==> src/rtl/host_specific_top_tx_to_host.sv <==
// Reassembles SECDED-protected 16-byte chunks into a host packet of up to 128 bytes.
// The payload is optionally XOR-decrypted. The packet is held until the host acknowledges it.
module host_specific_top_tx_to_host #(
    parameter logic [7:0]  KEY_BYTE = 8'hA5,
    parameter int unsigned TIMEOUT  = 255
) (
    input  logic          clk,
    input  logic          reset,
    input  logic [143:0]  encoded_input,
    input  logic          encoded_valid,
    output logic          encoded_ready,
    input  logic          encrypt_decrypt_passthrough,
    output logic [1023:0] output_data,
    output logic          packet_valid,
    input  logic          host_ack,
    output logic          corrected,
    output logic          error,
    output logic          done
);

    localparam int unsigned CntW = $clog2(TIMEOUT + 1);

    typedef enum logic [1:0] {StIdle, StCollect, StDeliver} state_e;

    typedef struct packed {
        logic        bad;
        logic        corr;
        logic [63:0] data;
    } dec_t;

    // Position 0 is overall parity; data fills the non-power-of-two positions in order.
    function automatic dec_t secded_decode(input logic [71:0] cw);
        dec_t        res;
        logic [6:0]  syn;
        logic [71:0] fixed;
        int unsigned k;
        syn = '0;
        for (int unsigned p = 1; p < 72; p++) begin
            if (cw[p]) syn = syn ^ 7'(p);
        end
        fixed    = cw;
        res.bad  = 1'b0;
        res.corr = 1'b0;
        if (syn == 7'd0) begin
            res.corr = ^cw;
        end else if ((^cw) && (syn <= 7'd71)) begin
            fixed[syn] = ~fixed[syn];
            res.corr   = 1'b1;
        end else begin
            res.bad = 1'b1;
        end
        res.data = '0;
        k = 0;
        for (int unsigned p = 1; p < 72; p++) begin
            if ((p & (p - 1)) != 0) begin
                res.data[k[5:0]] = fixed[p];
                k++;
            end
        end
        return res;
    endfunction

    state_e          state_q, state_d;
    logic [1023:0]   buf_q;
    logic [2:0]      idx_q;
    logic [7:0]      len_q;
    logic            decrypt_q;
    logic [CntW-1:0] cnt_q;
    logic            corr_q, err_q, done_q;

    dec_t         dec0, dec1;
    logic [127:0] chunk_raw, chunk_proc;
    logic         chunk_bad, chunk_corr;
    logic [7:0]   hdr_len, cur_len, chunk_cnt, gidx;
    logic         len_legal, cur_dec, in_idle, accept;
    logic [2:0]   cur_idx, last_idx;
    logic         err_ev, done_ev;

    // Decode, then place each byte by its packet index: header untouched, tail beyond L zeroed.
    always_comb begin
        dec0       = secded_decode(encoded_input[71:0]);
        dec1       = secded_decode(encoded_input[143:72]);
        chunk_raw  = {dec1.data, dec0.data};
        chunk_bad  = dec0.bad | dec1.bad;
        chunk_corr = dec0.corr | dec1.corr;
        hdr_len    = chunk_raw[15:8];
        len_legal  = (hdr_len >= 8'd2) && (hdr_len <= 8'd128);
        in_idle    = (state_q == StIdle);
        cur_len    = in_idle ? hdr_len : len_q;
        cur_dec    = in_idle ? encrypt_decrypt_passthrough : decrypt_q;
        cur_idx    = in_idle ? 3'd0 : idx_q;
        chunk_cnt  = (cur_len + 8'd15) >> 4;
        last_idx   = 3'(chunk_cnt - 8'd1);
        accept     = encoded_valid && encoded_ready;
        chunk_proc = '0;
        gidx       = '0;
        for (int b = 0; b < 16; b++) begin
            gidx = {1'b0, cur_idx, 4'(b)};
            if (gidx >= cur_len) begin
                chunk_proc[8*b +: 8] = 8'h00;
            end else if (cur_dec && (gidx >= 8'd2)) begin
                chunk_proc[8*b +: 8] = chunk_raw[8*b +: 8] ^ KEY_BYTE;
            end else begin
                chunk_proc[8*b +: 8] = chunk_raw[8*b +: 8];
            end
        end
    end

    always_ff @(posedge clk) begin
        if (reset) begin
            state_q <= StIdle;
        end else begin
            state_q <= state_d;
        end
    end

    always_comb begin
        state_d = state_q;
        err_ev  = 1'b0;
        done_ev = 1'b0;
        unique case (state_q)
            StIdle: begin
                if (accept) begin
                    if (chunk_bad || !len_legal) begin
                        err_ev = 1'b1;
                    end else if (hdr_len <= 8'd16) begin
                        state_d = StDeliver;
                    end else begin
                        state_d = StCollect;
                    end
                end
            end
            StCollect: begin
                if (accept) begin
                    if (chunk_bad) begin
                        err_ev  = 1'b1;
                        state_d = StIdle;
                    end else if (idx_q == last_idx) begin
                        state_d = StDeliver;
                    end
                end else if (cnt_q == CntW'(TIMEOUT - 1)) begin
                    err_ev  = 1'b1;
                    state_d = StIdle;
                end
            end
            StDeliver: begin
                if (host_ack) begin
                    done_ev = 1'b1;
                    state_d = StIdle;
                end
            end
            default: state_d = StIdle;
        endcase
    end

    always_comb begin
        encoded_ready = (state_q != StDeliver);
        packet_valid  = (state_q == StDeliver);
        output_data   = buf_q;
        corrected     = corr_q;
        error         = err_q;
        done          = done_q;
    end

    always_ff @(posedge clk) begin
        if (reset) begin
            buf_q     <= '0;
            idx_q     <= '0;
            len_q     <= '0;
            decrypt_q <= 1'b0;
            cnt_q     <= '0;
            corr_q    <= 1'b0;
            err_q     <= 1'b0;
            done_q    <= 1'b0;
        end else begin
            corr_q <= accept && chunk_corr;
            err_q  <= err_ev;
            done_q <= done_ev;
            if (err_ev) begin
                buf_q <= '0;
                idx_q <= '0;
            end else if (accept) begin
                if (in_idle) begin
                    buf_q     <= {896'd0, chunk_proc};
                    len_q     <= hdr_len;
                    decrypt_q <= encrypt_decrypt_passthrough;
                    idx_q     <= 3'd1;
                end else begin
                    buf_q[{idx_q, 7'd0} +: 128] <= chunk_proc;
                    idx_q                       <= idx_q + 3'd1;
                end
            end
            // Idle-gap counter only runs while waiting for the next chunk of a packet.
            if ((state_q == StCollect) && !accept && (state_d == StCollect)) begin
                cnt_q <= cnt_q + CntW'(1);
            end else begin
                cnt_q <= '0;
            end
        end
    end

endmodule

==> config.mk <==
export PLATFORM = sky130hd
export DESIGN_NAME = host_specific_top_tx_to_host
export DESIGN_NICKNAME = d
export VERILOG_FILES = /design/src/rtl/host_specific_top_tx_to_host.sv
export SDC_FILE = /design/constraint.sdc
export NUM_CORES = 2
export LEC_CHECK = 0
export ABC_AREA = 1
export BUFFER_PORTS_ARGS = -buffer_cell sky130_fd_sc_hd__buf_4
export CELL_PAD_IN_SITES_DETAIL_PLACEMENT = 0
export CELL_PAD_IN_SITES_GLOBAL_PLACEMENT = 1
export CORE_AREA = 2 2 458 460
export DETAILED_ROUTE_END_ITERATION = 16
export DIE_AREA = 0 0 460 462
export PLACE_DENSITY_LB_ADDON = 0.1
export SLEW_MARGIN = 30
export SYNTH_ARGS = -nofsm -noshare
export SYNTH_HDL_FRONTEND = slang
export SYNTH_SLANG_ARGS = --single-unit
==> constraint.sdc <==
create_clock -name clk -period 15.2 [get_ports clk]
set_input_delay 3.04 -clock clk [delete_from_list [all_inputs] [get_ports clk]]
set_output_delay 3.04 -clock clk [all_outputs]
set_load 0.01 [all_outputs]
Word-level counts from Yosys, hierarchy flattened
Index checks and enable logic that the tools add are counted.

word-level totals
  register bits after elaboration = 1049
  output and inout port bits = 1029
  logic and storage cells = 453

cells by class
  $add $sub $neg = 5
  order comparisons = 27
  eq/ne operators = 6
  shift-type cells = 2
  mux-type cells = 218
  bitwise operators = 163
  reduce and logical (&&, ||, !) cells = 23

operators with widths
  operator                                                           number
  bitwise mux 1024 bit                                               1
  2-to-1 mux 1024 bit                                                1
  variable shift 128 x 12 -> 1024 bit, first input constant          1
  variable part select 128 x 12 -> 1024 bit                          1
  2-to-1 mux 6 bit                                                   64
  2-to-1 mux 72 bit                                                  4
  2-to-1 mux 8 bit                                                   33
  NOT 4 bit                                                          48
  2-to-1 mux 5 bit                                                   32
  bitwise mux 72 bit                                                 2
  parity 72 bit                                                      2
  NOT 3 bit                                                          46
  greater-or-equal comparator 7 x 8 -> 1 bit                         16
  2-to-1 mux 7 bit                                                   16
  NOT 2 bit                                                          36
  2-to-1 mux 4 bit                                                   16
  NOT 5 bit                                                          12
  2-to-1 mux 3 bit                                                   10
  2-to-1 mux 2 bit                                                   12
  2-to-1 mux 1 bit                                                   21
  less-than comparator 7 x 8 -> 1 bit, second input constant         2
  binary-select mux 1 bit (select 7 bit)                             2
  demux 1 bit (select 7 bit)                                         2
  greater-or-equal comparator 7 x 1 -> 1 bit, second input constant  2
  28 further kinds                                                   62

Depth between registers and ports, before layout
  word-level depth = 154
  mapped depth = 53
  mapped depth without buffers = 50

Worst setup path after synthesis
OpenSTA, ideal clock, no wires.

  kind = input -> register
  from = in encoded_input[59]
  to = reg cnt_q[0]
  library setup time = 120 ps
  data arrival time = 7025 ps
  required time = 15080 ps
  slack = 8055 ps
  stages = 46
  buffers on the path = 3
  cell sequence = buf_4 xor2_1 nand2_1 nand2_1 inv_1 nand2_1 nand2_1 nand2_1 nand2_1 nand2_1 nand2_1 nand2_1 nand2_2 nand2_1 inv_2 buf_4 nand3_1 nand2_1 [10 not listed] nand2_1 nand2_1 nand2_1 o21ai_1 nand2_1 ha_1 xnor2_1 nand3_1 nand2_1 nand4_1 nand2_1 nand3_1 nand2_1 nand2_1 nand2_1 nand2_1 nand2_1 nor2_1

between the ends
  cells in the longest elaborated chain, start to end = 38
  elaborated cells between the ends (all ways) = 62
  those cells by class = 2 x add/sub; 6 x order compare; 2 x eq/ne; 30 x mux; 13 x bitwise; 9 x reduce/logical

ends and longest elaborated chain
  element                                                                RTL line  text
  start: declaration                                                     9         input logic [143:0] encoded_input,
  2-to-1 mux 6 bit (2 in a row)                                          39        if (cw[p]) syn = syn ^ 7'(p);
  NOT 5 bit (no source line) / 2-to-1 mux 6 bit (equally long branches)  -
  2-to-1 mux 6 bit / NOT 5 bit (equally long branches)                   -
  2-to-1 mux 6 bit                                                       39
  NOT 6 bit (no source line)                                             -
  2-to-1 mux 6 bit                                                       39
  2-to-1 mux 7 bit                                                       39
  NOT 2 bit (no source line) / 2-to-1 mux 7 bit (equally long branches)  -
  [21 not listed]                                                        -
  2-to-1 mux 2 bit                                                       138       end else if (idx_q == last_idx) begin
  2-to-1 mux 2 bit                                                       135       if (chunk_bad) begin
  2-to-1 mux 2 bit                                                       134       if (accept) begin
  case mux 2 bit (3 select lines) *                                      121       unique case (state_q)
  == test 2 x 1 -> 1 bit *                                               194       if ((state_q == StCollect) && !accept && (state_d == StCollect)) begin
  logical AND 1 bit *                                                    194
  NOT 1 bit (no source line) *                                           -
  OR reduction 2 bit (no source line) *                                  -
  end signal: assignment                                                 195       cnt_q <= cnt_q + CntW'(1);
  end: declaration                                                       68        logic [CntW-1:0] cnt_q;

Mark *: on every way between the ends. The rest lies on a longest branch, timed or not. The select of a mux whose other input is x is not followed.
A chain may end at the register's enable or synchronous reset.

Worst setup path after layout
  from = in encoded_input[53]
  to = reg buf_q[677] (netlist: output_data[677])

between the ends
  cells in the longest elaborated chain, start to end = 44
  elaborated cells between the ends (all ways) = 116
  those cells by class = 21 x order compare; 1 x shift; 60 x mux; 26 x bitwise; 8 x reduce/logical

ends and longest elaborated chain
  element                                                    RTL line  text
  branches (longest 44 deep; another with 2-to-1 mux 6 bit)  -
  end signal: assignment                                     184       buf_q <= {896'd0, chunk_proc};
  end signal: indexed assignment                             189       buf_q[{idx_q, 7'd0} +: 128] <= chunk_proc;
  end: declaration                                           64        logic [1023:0] buf_q;

Parallel ways; which one is timed is not known. The select of a mux whose other input is x is not followed.

==> results.json <==
{
  "fmaxAchievable_ghz": 0.103,
  "setup_viol": 0,
  "synth_enable_flop_cells": 0,
  "most_used_cell_along_the_critical_path": "sky130_fd_sc_hd__nand2_1",
  "critPathCaptureType": "register",
  "cts_tree": "built",
  "cts-root-to-sink-buffers": 3,
  "reported_leakage_power_nw": 23.6,
  "postSynth.topFlopCell": "sky130_fd_sc_hd__dfxtp_1",
  "share_of_post_route_cells_with_drive_strength_above_1_pct": 22.9,
  "row_count": 168,
  "cellPowerDensity_nw_per_um2": 150,
  "power_frac_clock_pct": 35.6,
  "grt_pass1_vias": 44300,
  "grt_pass1_wl_mm": 374,
  "normalized_max_slew_margin_pct": 26.2,
  "slowest_stage": "sky130_fd_sc_hd__buf_12",
  "start_util_pct": 21.6,
  "floorplan.io_pins": 1178,
  "grtUsageTotal_pct": 24.8,
  "power_frac_seq_pct": 30.7,
  "critical_path_start": "encoded_input[53]",
  "crit_path_max_fanout": 190,
  "timing.critical_path.buf_inv": 7,
  "globalRouteOverflowTotal": 0,
  "synth_seq_area_share_pct": 46.7,
  "synth_area_sq_um": 45000,
  "detail_route.wirelength_mm": 276,
  "clk_transition_reported_paths_ns": 0.05,
  "route.vias.total": 46600,
  "core_area_sq_um": 208000,
  "setup-tns-final_ns": 0,
  "drt-vias-per-instance": 4.62,
  "rsz0062_at_grt": "no",
  "setup.worst_path.start_class": "primary input",
  "timing.critical_path.max_delay_family": "simple AND/OR/NAND/NOR gates",
  "ys_seq_elements": 1049,
  "final-hold-violation-count": 0,
  "post_layout_nonfiller_instances": 10100,
  "cts.hold.buffers_added": 0,
  "arrival_ns": 10.37,
  "fillers": 22800,
  "timing.clock.skew_ns": 0.0462,
  "avgSynthCellArea_sq_um": 7.22,
  "power_frac_comb_pct": 33.7,
  "clock_tree.htree_level_count": 4,
  "flow.area_growth_from_synthesis_pct": 36.2,
  "yosysUniqueCellTypes": 49,
  "design.die.area_sq_um": 213000,
  "reg_to_reg_setup_timing_slack_ns": 10.28,
  "switching_share_pct": 42.0,
  "final.min_clock_period_ns": 9.71,
  "finalNetCount": 7393,
  "drt_pre_antenna_iters": 6,
  "grt_max_degree": 210,
  "timing.hold.worst.class": "reg -> reg",
  "drc": 0,
  "dp.final_hpwl_mm": 191,
  "synth.yosys.warnings": 0,
  "postRouteAntennaNets": 0,
  "clock-sinks": 1049,
  "wl_per_cell_microns": 27.4,
  "synth_nets": 6396,
  "tritoncts.num_buffers": 136,
  "regToRegStartpoint": "state_q[0]",
  "synth-async-reset-ratio_pct": 0,
  "power.ir.vdd_worst_uv": 249,
  "switching_power_mw": 3.87,
  "number_of_max_cap_violations": 0,
  "cts_root_buffer": "sky130_fd_sc_hd__clkbuf_16",
  "worst_path_largest_cell_delay_ns": 0.71,
  "clk-insertion-delay-late_ns": 0.81,
  "buffer_ports.inserted": 1177,
  "die_extent_in_y_microns": 462,
  "post_synth_inst_count": 6237,
  "min-delay-start": "len_q[5]",
  "run_status": "finished, final reports clean",
  "cts_setup_buffers": 0,
  "drt-initial-drc-count": 3717,
  "required_time_at_the_worst_slack_endpoint_ns": 15.86,
  "tightestPinTransition_ns": 1.11,
  "postCtsResizedCells": 0,
  "cell_internal_pwr_mw": 5.35,
  "portion_of_the_clock_cycle_consumed_by_the_worst_path_in_the_final_layout_pct": 63.9,
  "fin_hold_ws_ns": 0.456,
  "die_w_microns": 460,
  "numPlacedInstances": 9812,
  "slew_violations": 0,
  "antenna_found_initial": 43,
  "routabilityCongestion": 0.899,
  "worst-setup-path-type": "in -> reg"
}
[layout by cell type (no fill, tap or decap), types with 17 or more instances in the layout]
| cell type | count |
|---|---|
| sky130_fd_sc_hd__clkinv_2 | 17 |
| sky130_fd_sc_hd__diode_2 | 34 |
| sky130_fd_sc_hd__clkbuf_8 | 29 |
| sky130_fd_sc_hd__xor2_1 | 107 |
| sky130_fd_sc_hd__clkbuf_1 | 36 |
| sky130_fd_sc_hd__inv_2 | 25 |
| sky130_fd_sc_hd__o21ai_1 | 23 |
| sky130_fd_sc_hd__inv_1 | 164 |
| sky130_fd_sc_hd__nor2_4 | 23 |
| sky130_fd_sc_hd__or2_2 | 27 |
| sky130_fd_sc_hd__a22oi_1 | 112 |
| sky130_fd_sc_hd__o22ai_1 | 31 |
| sky130_fd_sc_hd__buf_4 | 1252 |
| sky130_fd_sc_hd__nor2_2 | 42 |
| sky130_fd_sc_hd__clkbuf_16 | 139 |
| sky130_fd_sc_hd__nor2_1 | 357 |
| sky130_fd_sc_hd__nand2_1 | 2242 |
| sky130_fd_sc_hd__a21oi_1 | 943 |
| sky130_fd_sc_hd__dfxtp_1 | 1049 |
| sky130_fd_sc_hd__nand3_1 | 263 |
| sky130_fd_sc_hd__nand4_1 | 40 |
| sky130_fd_sc_hd__a21oi_2 | 36 |
| sky130_fd_sc_hd__o21ai_0 | 100 |
| sky130_fd_sc_hd__xnor2_1 | 136 |
[cells in the mapped netlist, types with 2 or more instances]
master	n	share of area, %
sky130_fd_sc_hd__nand2_4	3	0.075
sky130_fd_sc_hd__a21oi_4	8	0.29
sky130_fd_sc_hd__o22ai_1	31	0.43
sky130_fd_sc_hd__nor4_1	2	0.028
sky130_fd_sc_hd__nand4_1	40	0.56
sky130_fd_sc_hd__nand2_2	10	0.14
sky130_fd_sc_hd__nor2_4	11	0.28
sky130_fd_sc_hd__inv_2	24	0.20
sky130_fd_sc_hd__o21ai_1	25	0.28
sky130_fd_sc_hd__nand3_1	264	2.9
sky130_fd_sc_hd__buf_6	10	0.25
sky130_fd_sc_hd__o21ai_4	2	0.072
sky130_fd_sc_hd__a31oi_1	3	0.042
sky130_fd_sc_hd__o211ai_1	5	0.083
sky130_fd_sc_hd__a22oi_1	112	1.9
sky130_fd_sc_hd__nor3_1	11	0.12
sky130_fd_sc_hd__o21ai_2	4	0.078
sky130_fd_sc_hd__nor2_1	380	3.2
sky130_fd_sc_hd__nor2_2	31	0.43
sky130_fd_sc_hd__inv_1	172	1.4
sky130_fd_sc_hd__buf_1	41	0.34
sky130_fd_sc_hd__or2_2	27	0.38
sky130_fd_sc_hd__buf_2	88	0.98
sky130_fd_sc_hd__xor2_1	107	2.1
sky130_fd_sc_hd__a21oi_1	958	11
sky130_fd_sc_hd__nand3b_1	14	0.23
sky130_fd_sc_hd__nand3_2	2	0.044
sky130_fd_sc_hd__buf_4	5	0.083
sky130_fd_sc_hd__a21oi_2	27	0.53
sky130_fd_sc_hd__xnor2_1	136	2.6
sky130_fd_sc_hd__o21ai_0	101	1.1
sky130_fd_sc_hd__nand2_1	2242	19
sky130_fd_sc_hd__clkinv_1	2	0.017
sky130_fd_sc_hd__ha_1	10	0.28
sky130_fd_sc_hd__dfxtp_1	1049	47
sky130_fd_sc_hd__clkbuf_1	267	2.2
[power by group through the flow]
stage | clock network, mW | logic [mW] | registers [mW]
2_1_floorplan | 0 | 1.70 | 2.90
3_3_place_gp | 0 | 3.12 | 2.89
3_5_place_dp | 0 | 3.11 | 2.89
4_1_cts | 3.37 | 3.12 | 2.83
5_1_grt | 3.47 | 3.33 | 2.84
6_report | 3.28 | 3.11 | 2.83
[layer usage]
layer  vias up  share of wire [%]  track usage, %  wire length (microns)
met5         -              0.020               0                     55
met4         8                3.2            8.85                   8860
met3       303                8.3            7.82                  23000
met2      1522                 46            39.5                 126000
met1     22500                 43            31.4                 118000
li1      22300                  -               -                      -
[final timing paths]
kind                 endpoint  cells after the start
max          output_data[677]                     30
min                  len_q[5]                      2
max reg2reg  output_data[677]                     11
min reg2reg          len_q[5]                      2
[cells by family after synthesis]
| family | count (synthesis) | synth area share, % |
|---|---|---|
| flip-flops | 1049 | 46.7 |
| buffers and inverters | 611 | 5.56 |
| AND/OR/NAND/NOR | 3041 | 27.2 |
| adder cells (fa/ha/maj) | 10 | 0.278 |
| AO/OA/AOI/OAI | 1281 | 15.5 |
| XOR/XNOR | 245 | 4.80 |
[through the flow]
step                      utilization, %  power [mW]  area, sq um  worst slack, ns
after global routing                29.5        9.63        61300             5.03
after global placement              27.1        6.01        56500             4.63
after floorplan                        -        4.60        45000             8.06
after CTS                           29.4        9.32        61100             5.68
final                               29.5        9.22        61300             5.49
after detailed placement            27.2        6.01        56700             4.83
[tightest hold or removal path: stages (launching register included)]
cell and delay [ns]:
sky130_fd_sc_hd__dfxtp_1 0.29, sky130_fd_sc_hd__inv_1 0.05, sky130_fd_sc_hd__a21oi_1 0.06
[final cells by class]
| type | count | area [sq um] | share of cell area, % |
|---|---|---|---|
| inverter | 200 | 792 | 1.29 |
| clock inverter | 36 | 442 | 0.720 |
| tap | 2720 | 3400 | 5.55 |
| timing repair buffer | 1270 | 9780 | 16.0 |
| clock buffer | 204 | 4010 | 6.55 |
| sequential | 1049 | 21000 | 34.3 |
| antenna | 34 | 85.1 | 0.139 |
| multi-input combinational | 4577 | 21800 | 35.5 |
[registers in the layout, summed over array words and instances (netlist names)]
register     cells
error            1
done             1
cnt_q            8
state_q          2
corrected        1
output_data   1024
len_q            8
decrypt_q        1
idx_q            3
No activity file was read; power rests on OpenSTA's default activity.
